## config.mk

```make
export PLATFORM = sky130hd
export DESIGN_NAME = syn_event_serializer
export DESIGN_NICKNAME = d
export VERILOG_FILES = /design/src/rtl/syn_event_serializer_pkg.sv /design/src/rtl/syn_prio_enc8.sv /design/src/rtl/syn_event_serializer.sv
export SDC_FILE = /design/constraint.sdc
export NUM_CORES = 1
export LEC_CHECK = 0
export CELL_PAD_IN_SITES_DETAIL_PLACEMENT = 1
export CELL_PAD_IN_SITES_GLOBAL_PLACEMENT = 2
export CORE_UTILIZATION = 33
export CTS_BUF_LIST = sky130_fd_sc_hd__clkbuf_4 sky130_fd_sc_hd__clkbuf_8 sky130_fd_sc_hd__clkbuf_16
export CTS_CLUSTER_SIZE = 28
export DETAILED_ROUTE_END_ITERATION = 12
export PLACE_DENSITY_LB_ADDON = 0.1
export SLEW_MARGIN = 5
export SYNTH_ARGS = -nofsm -noshare
export SYNTH_HDL_FRONTEND = slang
export SYNTH_SLANG_ARGS = --single-unit
```

## constraint.sdc

```tcl
create_clock -name CLK -period 5.45 [get_ports CLK]
set_input_delay 0.8175 -clock CLK [delete_from_list [all_inputs] [get_ports CLK]]
set_output_delay 0.8175 -clock CLK [all_outputs]
set_load 0.005 [all_outputs]
```

## src/rtl/syn_event_serializer_pkg.sv

```systemverilog
// Shared types and synapse-field layout for the synaptic event serializer.
// A 32-bit word carries 8 synapses of {map, weight[2:0]}.
package syn_event_serializer_pkg;

   typedef enum logic {
      IDLE = 1'b0,
      EMIT = 1'b1
   } state_t;

   localparam int SYN_PER_WORD = 8;
   localparam int WBITS        = 3;
   localparam int MAP_BIT      = 3;
   localparam int SYN_BITS     = 4;
   localparam int EVT_WBITS    = 4;

   // Negating a zero magnitude yields 4'b0000, so no separate negative-zero case exists.
   function automatic logic [EVT_WBITS-1:0] signed_weight(input logic sign,
                                                          input logic [WBITS-1:0] w);
      logic [EVT_WBITS-1:0] mag;
      mag = {1'b0, w};
      return sign ? (~mag + 4'd1) : mag;
   endfunction

endpackage

```

## src/rtl/syn_prio_enc8.sv

```systemverilog
// Lowest-set-bit encoder over 8 request bits; purely combinational.
// index is 0 when no bit is set, so qualify it with any.
module syn_prio_enc8 (
   input  logic [7:0] req,
   output logic [2:0] index,
   output logic       any
);

   always_comb begin
      index = 3'd0;
      any   = |req;
      for (int i = 7; i >= 0; i--) begin
         if (req[i]) index = i[2:0];
      end
   end

endmodule

```

## src/rtl/syn_event_serializer.sv

```systemverilog
// Captures one synaptic word and emits its enabled synapses as events, lowest index first.
// Event valid one cycle after capture, one event per cycle; holds fields while NEUR_EVT_READY is low.
module syn_event_serializer
   import syn_event_serializer_pkg::*;
#(
   parameter int SKIP_ZERO = 1,
   parameter int N         = 256
) (
   input  logic                 CLK,
   input  logic                 RSTN_syncn,
   input  logic                 SPI_GATE_ACTIVITY_sync,
   input  logic                 SYN_WORD_VALID,
   output logic                 SYN_WORD_READY,
   input  logic [12:0]          SYN_WORD_ADDR,
   input  logic [31:0]          SYNARRAY_RDATA,
   input  logic                 SYN_SIGN,
   output logic                 NEUR_EVT_VALID,
   input  logic                 NEUR_EVT_READY,
   output logic [$clog2(N)-1:0] NEUR_EVT_ADDR,
   output logic [7:0]           NEUR_EVT_PRE,
   output logic [EVT_WBITS-1:0] NEUR_EVT_WEIGHT,
   output logic                 BUSY,
   output logic [15:0]          EVT_CNT
);

   state_t                                state_q, state_d;
   logic [SYN_PER_WORD-1:0]               mask_q, mask_d, cap_mask, hit;
   logic [SYN_PER_WORD-1:0][WBITS-1:0]    w_q;
   logic [4:0]                            grp_q;
   logic [7:0]                            pre_q;
   logic                                  sign_q;
   logic [15:0]                           cnt_q;
   logic [2:0]                            idx;
   logic                                  any;
   logic                                  capture, evt_hs;

   syn_prio_enc8 u_prio (
      .req   (mask_q),
      .index (idx),
      .any   (any)
   );

   // A synapse is pending if mapped, not a skipped zero weight, and activity is not gated.
   always_comb begin
      cap_mask = '0;
      for (int i = 0; i < SYN_PER_WORD; i++) begin
         cap_mask[i] = SYNARRAY_RDATA[SYN_BITS*i + MAP_BIT]
                       && !((SKIP_ZERO != 0) && (SYNARRAY_RDATA[SYN_BITS*i +: WBITS] == '0))
                       && !SPI_GATE_ACTIVITY_sync;
      end
   end

   assign SYN_WORD_READY = (state_q == IDLE);
   assign BUSY           = (state_q == EMIT);
   assign capture        = SYN_WORD_VALID && SYN_WORD_READY;
   assign NEUR_EVT_VALID = (state_q == EMIT) && any;
   assign evt_hs         = NEUR_EVT_VALID && NEUR_EVT_READY;
   assign hit            = 8'd1 << idx;

   always_comb begin
      state_d = state_q;
      mask_d  = mask_q;
      case (state_q)
         IDLE: begin
            if (SYN_WORD_VALID) begin
               mask_d = cap_mask;
               if (|cap_mask) state_d = EMIT;
            end
         end
         EMIT: begin
            if (evt_hs) begin
               // Gating lets the in-flight event finish but drops the rest of the word.
               mask_d = SPI_GATE_ACTIVITY_sync ? '0 : (mask_q & ~hit);
               if (mask_d == '0) state_d = IDLE;
            end
         end
         default: state_d = IDLE;
      endcase
   end

   always_ff @(posedge CLK or negedge RSTN_syncn) begin
      if (!RSTN_syncn) begin
         state_q <= IDLE;
         mask_q  <= '0;
         w_q     <= '0;
         grp_q   <= '0;
         pre_q   <= '0;
         sign_q  <= 1'b0;
         cnt_q   <= '0;
      end else begin
         state_q <= state_d;
         mask_q  <= mask_d;
         if (capture) begin
            grp_q  <= SYN_WORD_ADDR[4:0];
            pre_q  <= SYN_WORD_ADDR[12:5];
            sign_q <= SYN_SIGN;
            for (int i = 0; i < SYN_PER_WORD; i++) begin
               w_q[i] <= SYNARRAY_RDATA[SYN_BITS*i +: WBITS];
            end
         end
         if (evt_hs) cnt_q <= cnt_q + 16'd1;
      end
   end

   assign NEUR_EVT_ADDR   = NEUR_EVT_VALID ? {grp_q, idx} : '0;
   assign NEUR_EVT_PRE    = NEUR_EVT_VALID ? pre_q : '0;
   assign NEUR_EVT_WEIGHT = NEUR_EVT_VALID ? signed_weight(sign_q, w_q[idx]) : '0;
   assign EVT_CNT         = cnt_q;

endmodule

```

# After elaboration in Yosys (flattened, before gate mapping)

Index checks and enable logic that the tools add are counted.

Register bits after elaboration: 63
Bits of input ports: 51
Word-level logic and storage cells: 87

Add/sub/neg operators: 2
Magnitude comparators: 1
Equality and inequality tests: 2
Shifts and indexed selects: 1
Muxes and demuxes: 23
Bitwise gates (word level): 4
Reductions and logical operators: 40

Operators by type and width:

| operator                | count |
|---|---|
| $mux W8                 | 5 |
| $mux W3                 | 9 |
| $logic_not A3 Y1        | 8 |
| $logic_and A1 B1 Y1     | 19 |
| $add A16 B1 Y16 const B | 1 |
| $pmux W8 S2             | 1 |
| $reduce_or A8 Y1        | 2 |
| $bmux W3 S3             | 1 |
| $logic_not A1 Y1        | 9 |
| $and A8 B8 Y8           | 1 |
| $logic_not A8 Y1        | 1 |
| $mux W4                 | 2 |
| $not A8 Y8              | 1 |
| $shl A1 B3 Y8 const A   | 1 |
| $add A4 B1 Y4 const B   | 1 |
| $lt A3 B4 Y1 const B    | 1 |
| $mux W1                 | 4 |
| $not A3 Y4              | 1 |
| $ne A2 B1 Y1 const B    | 1 |
| $ne A2 B2 Y1 const B    | 1 |
| $pmux W1 S2             | 1 |
| $reduce_and A2 Y1       | 1 |
| $not A1 Y1              | 1 |

# Logic depth before layout (Yosys ltp)

Depth after elaboration: 16
Gate-level depth with buffers: 9
Mapped depth without buffers: 8

# Cells and area by module

A second synthesis with hierarchy kept.

Cells, all modules: 350
Area total of the unflattened synthesis: 3215.6 µm²

Modules (own cells, without submodules):

| module               | instances | cells each | area an instance (µm²) | sequential area each (µm²) |
|---|---|---|---|---|
| syn_event_serializer | 1         | 337        | 3134.3                 | 1576.5 |
| syn_prio_enc8        | 1         | 13         | 81.3                   | 0.0 |

# Least setup slack after synthesis

OpenSTA, ideal clock, no wires.

Kind: register to output
Start point: reg mask_q[6]
End point: out NEUR_EVT_WEIGHT[2]
Data arrival time: 2.216 ns
Slack: 2.417 ns
Stages on the path, launching flop included: 7
Path buffers: 0
Path through: dfrtp_1 -> nand2b_2 -> a221oi_4 -> mux2_4 -> a221o_2 -> a211o_2 -> a21oi_1

Cells in the longest elaborated chain, start to end: 13
Elaborated cells between the ends (all ways): 15
Classes of those cells: add/sub: 1; mux: 11; bitwise: 1; reduce/logical: 2

Ends and longest elaborated chain:

| item                          | RTL line                       | RTL |
|---|---|---|
| start: declaration            | syn_event_serializer.sv:27     | `logic [SYN_PER_WORD-1:0] mask_q, mask_d, cap_mask, hit;` |
| start signal: assignment      | syn_event_serializer.sv:92     | `mask_q <= mask_d;` |
| $mux W3 (7 in a row)          | syn_prio_enc8.sv:13            | `if (req[i]) index = i[2:0];` |
| $bmux W3 S3                   | syn_event_serializer.sv:107    | `assign NEUR_EVT_WEIGHT = NEUR_EVT_VALID ? signed_weight(sign_q, w_q[idx]) : '0;` |
| $mux W3 (implied by the code) | syn_event_serializer.sv:107    |  |
| $not A3 Y4                    | syn_event_serializer_pkg.sv:21 | `return sign ? (~mag + 4'd1) : mag;` |
| $add A4 B1 Y4                 | syn_event_serializer_pkg.sv:21 |  |
| $mux W4                       | syn_event_serializer_pkg.sv:21 |  |
| $mux W4 *                     | syn_event_serializer.sv:107    |  |
| end: declaration              | syn_event_serializer.sv:21     | `output logic [EVT_WBITS-1:0] NEUR_EVT_WEIGHT,` |

Every way passes the cells marked *; elsewhere a longest branch is shown, timed or not. The select of a mux whose other input is x is not followed.

# Final worst setup path

Same ends and word-level chain as after synthesis.

==> reports/metrics.csv <==
stage,metric,value,unit
detailed_routing,1st-iter DRT viols,48,
hold_path,Hold Crit Class,reg -> reg,
detailed_routing,max layer used,met4,
sta,period utilization,76.1,%
clock_network,CTS Buf Count,9,
placement,global placement routability congestion,0.794,
sta,minimum clock period,4.15,ns
detailed_routing,total wire length,8700,µm
die,Die Ht,101,µm
pwr,total power,2.83,mW
sta,final setup vio count,0,
setup_path,worst path buffer plus inverter count,1,
setup_path,Worst Path Max Fanout,10,
global_routing,GRT Residual Overflow,0,
die,num rows,35,
synthesis,Synth cell types,59,
sta,"Slew Viols, Final",0,
setup_path,"CP delay by family, top",compound AO/OA/AOI/OAI gates,
pwr,worst vdd ir,268,µV
synthesis,"top cells by area, synth","dfrtp_1 49%, mux2_2 14%, and2_1 3.1%",
clock_network,"Reg clk slew, reported paths",0.08,ns
sta,Final Hold Viols,0,
detailed_routing,post-DR vias/cell,5.07,
clock_network,"Clk Latency, worst-skew pair",0.34,ns
setup_path,Worst setup EP type,output port,
final_layout,Seq. cell area,1580,µm²
setup_path,Crit path largest cell delay,0.59,ns
die,Die Wd,101,µm
clock_network,clk buf depth,2,
synthesis,average size of a mapped cell,11.5,µm²
placement,HPWL after detailed placement,6370,µm
clock_network,root buf cell,clkbuf_8,
setup_path,CP max-delay cell,a221oi_4,
sta,final worst setup slack,1.30,ns
clock_network,CTS Sinks,63,
clock_network,CTS tree,done,
synthesis,Syn Inst Count,283,
synthesis,"Net Count, Synth",336,
sta,RSZ-0062 raised after global routing,no,
detailed_routing,met2 WL,3970,µm
placement,number of port buffers,89,
synthesis,Ys Warns,0,
final_layout,fill count,1036,
detailed_routing,DR WL/cell,17.2,µm
final_layout,share of layout cells above drive strength 1,22.3,%
clock_network,Post-CTS Setup Bufs,0,
global_routing,first-pass GRT wire length,14400,µm
final_layout,multi-input logic area,1570,µm²
synthesis,"Cell Area, Synth",3240,µm²
sta,setup_tns,0,ns
synthesis,Async SR Flop Fraction,100,%
sta,Worst slew margin,29.8,%
setup_path,startpoint types,flip-flop,
global_routing,vias in the first global route,2735,
detailed_routing,vias,2567,
setup_path,Worst Setup Path Type,reg -> out,
setup_path,Crit path required time,4.63,ns
die,die area,10200,µm²
clock_network,cts repair resizes,0,
global_routing,initial antenna violation count,0,
sta,final worst clock skew,0.00796,ns
pwr,pwr/cell area,635,nW/µm²
detailed_routing,DRC,0,
synthesis,sequential-to-total area share from yosys stat,48.6,%
final_layout,diodes inserted,0,
synthesis,Synth Register Bits,63,
sta,Max Freq,0.241,GHz
global_routing,Total GRT Usage,18.6,%
placement,DP Worst Slack,1.66,ns
final_layout,area delta synth->final,37.3,%
die,CORE AREA,9370,µm²
detailed_routing,drt first pass iters,4,
pwr,leakage power total,1.80,nW
global_routing,pin count of the biggest net entering global routing,64,
setup_path,Worst Path Arrival,3.33,ns
synthesis,share of the synthesized area in the top cell type,48.6,%
clock_network,CTS Hold Bufs,0,
final_layout,"Net count, final",426,
detailed_routing,wire length on met3,360,µm
sta,Hold Slack,0.482,ns
clock_network,H-tree depth,3,
die,Initial Util,34.6,%
detailed_routing,Detail Route Antenna Nets,0,
synthesis,main flop type after synthesis,dfrtp_1,
synthesis,Yosys top cell by area,dfrtp_1,
die,I/O pin total,90,
run_status,outcome,completed,
sta,Worst-Margin Slew,1.05,ns
detailed_routing,Metal-1 WL,4200,µm
synthesis,number of synthesized flops with an enable pin,0,
setup_path,crit path cell chain,"nand2b_2, a221oi_4, mux2_4, a221o_2, a211o_2, a21oi_1, clkdlybuf4s50_1",
job,max-cap check violation count,0,
## cells in the mapped netlist (all sizes together) (2+ instances only)
master and count:
a21oi 12, a221o 5, a311oi 2, and2 17
buf 5, clkbuf 5, dfrtp 63, ha 2
inv 10, mux2 40, mux2i 5, nand2 15
nand3 9, nand4 4, nor2 22, nor3 4
nor4 2, o211ai 2, o21ai 10, o22ai 3
o311a 2, o311ai 5, o31ai 3, o41ai 2
or4 3, or4b 2, xnor2 11, xor2 4
## state kept, by name (all words and copies together), names as in the netlist
signal	cells
sign_q	1
EVT_CNT	16
grp_q	5
mask_q	8
BUSY	1
w_q	24
pre_q	8
## per-stage QoR
stage	std cells	utilization (%)	cell area, µm²
after floorplan	283	-	3240
after global placement	491	45.2	4240
after detailed placement	491	45.2	4240
after CTS	506	47.5	4450
after global routing	506	47.5	4450
final	506	47.5	4450
## report_power, final
| group | leakage, nW | total [mW] | internal [mW] | switching, mW |
|---|---|---|---|---|
| sequential | 0.780 | 0.837 | 0.659 | 0.178 |
| combinational | 0.918 | 1.54 | 0.833 | 0.706 |
| clock | 0.102 | 0.450 | 0.261 | 0.190 |
## kinds of logic (layout without fill, tap and decap cells)
| group | count (synthesis) | after routing | share of synthesized area [%] |
|---|---|---|---|
| simple gates | 82 | 82 | 13.7 |
| flops | 63 | 63 | 48.6 |
| compound gates | 55 | 55 | 14.2 |
| mux | 45 | 45 | 15.5 |
| buf+inv | 21 | 115 | 3.09 |
| xor+xnor | 15 | 15 | 4.05 |
| fa+ha+maj | 2 | 2 | 0.771 |
## layer usage
layer  up-vias  global-route usage [%]
met4         0                    7.36
li1       1218                       -
met5         -                       0
met2        67                    29.1
met1      1269                    24.8
met3        13                    4.42
## final cells by class
cell class	instances	share of cell area (%)
multi-input combinational	199	35.2
tap	129	3.62
sequential	63	35.4
clock inverter	5	1.88
timing repair buffer	90	20.1
clock buffer	10	2.95
inverter	10	0.843
## worst paths after layout
check,start,to,cells after the start,slack [ns]
min reg2reg,EVT_CNT[15],EVT_CNT[15],1,0.48
max,mask_q[6],NEUR_EVT_WEIGHT[2],7,1.30
min,EVT_CNT[15],EVT_CNT[15],1,0.48
max reg2reg,mask_q[4],mask_q[1],7,2.87
min in group asynchronous,RSTN_syncn,mask_q[0],2,0.65
max in group asynchronous,RSTN_syncn,pre_q[7],2,4.25
## cell usage in the layout, fill, tap and decap left out, types with 9 or more instances in the layout
master	count
nand2_1	12
nor2_1	20
a21oi_1	11
dfrtp_1	63
clkbuf_8	9
clkdlybuf4s50_1	88
and2_1	16
mux2_2	39
xnor2_1	11
Note: power is estimated with default switching activity, not from simulation.
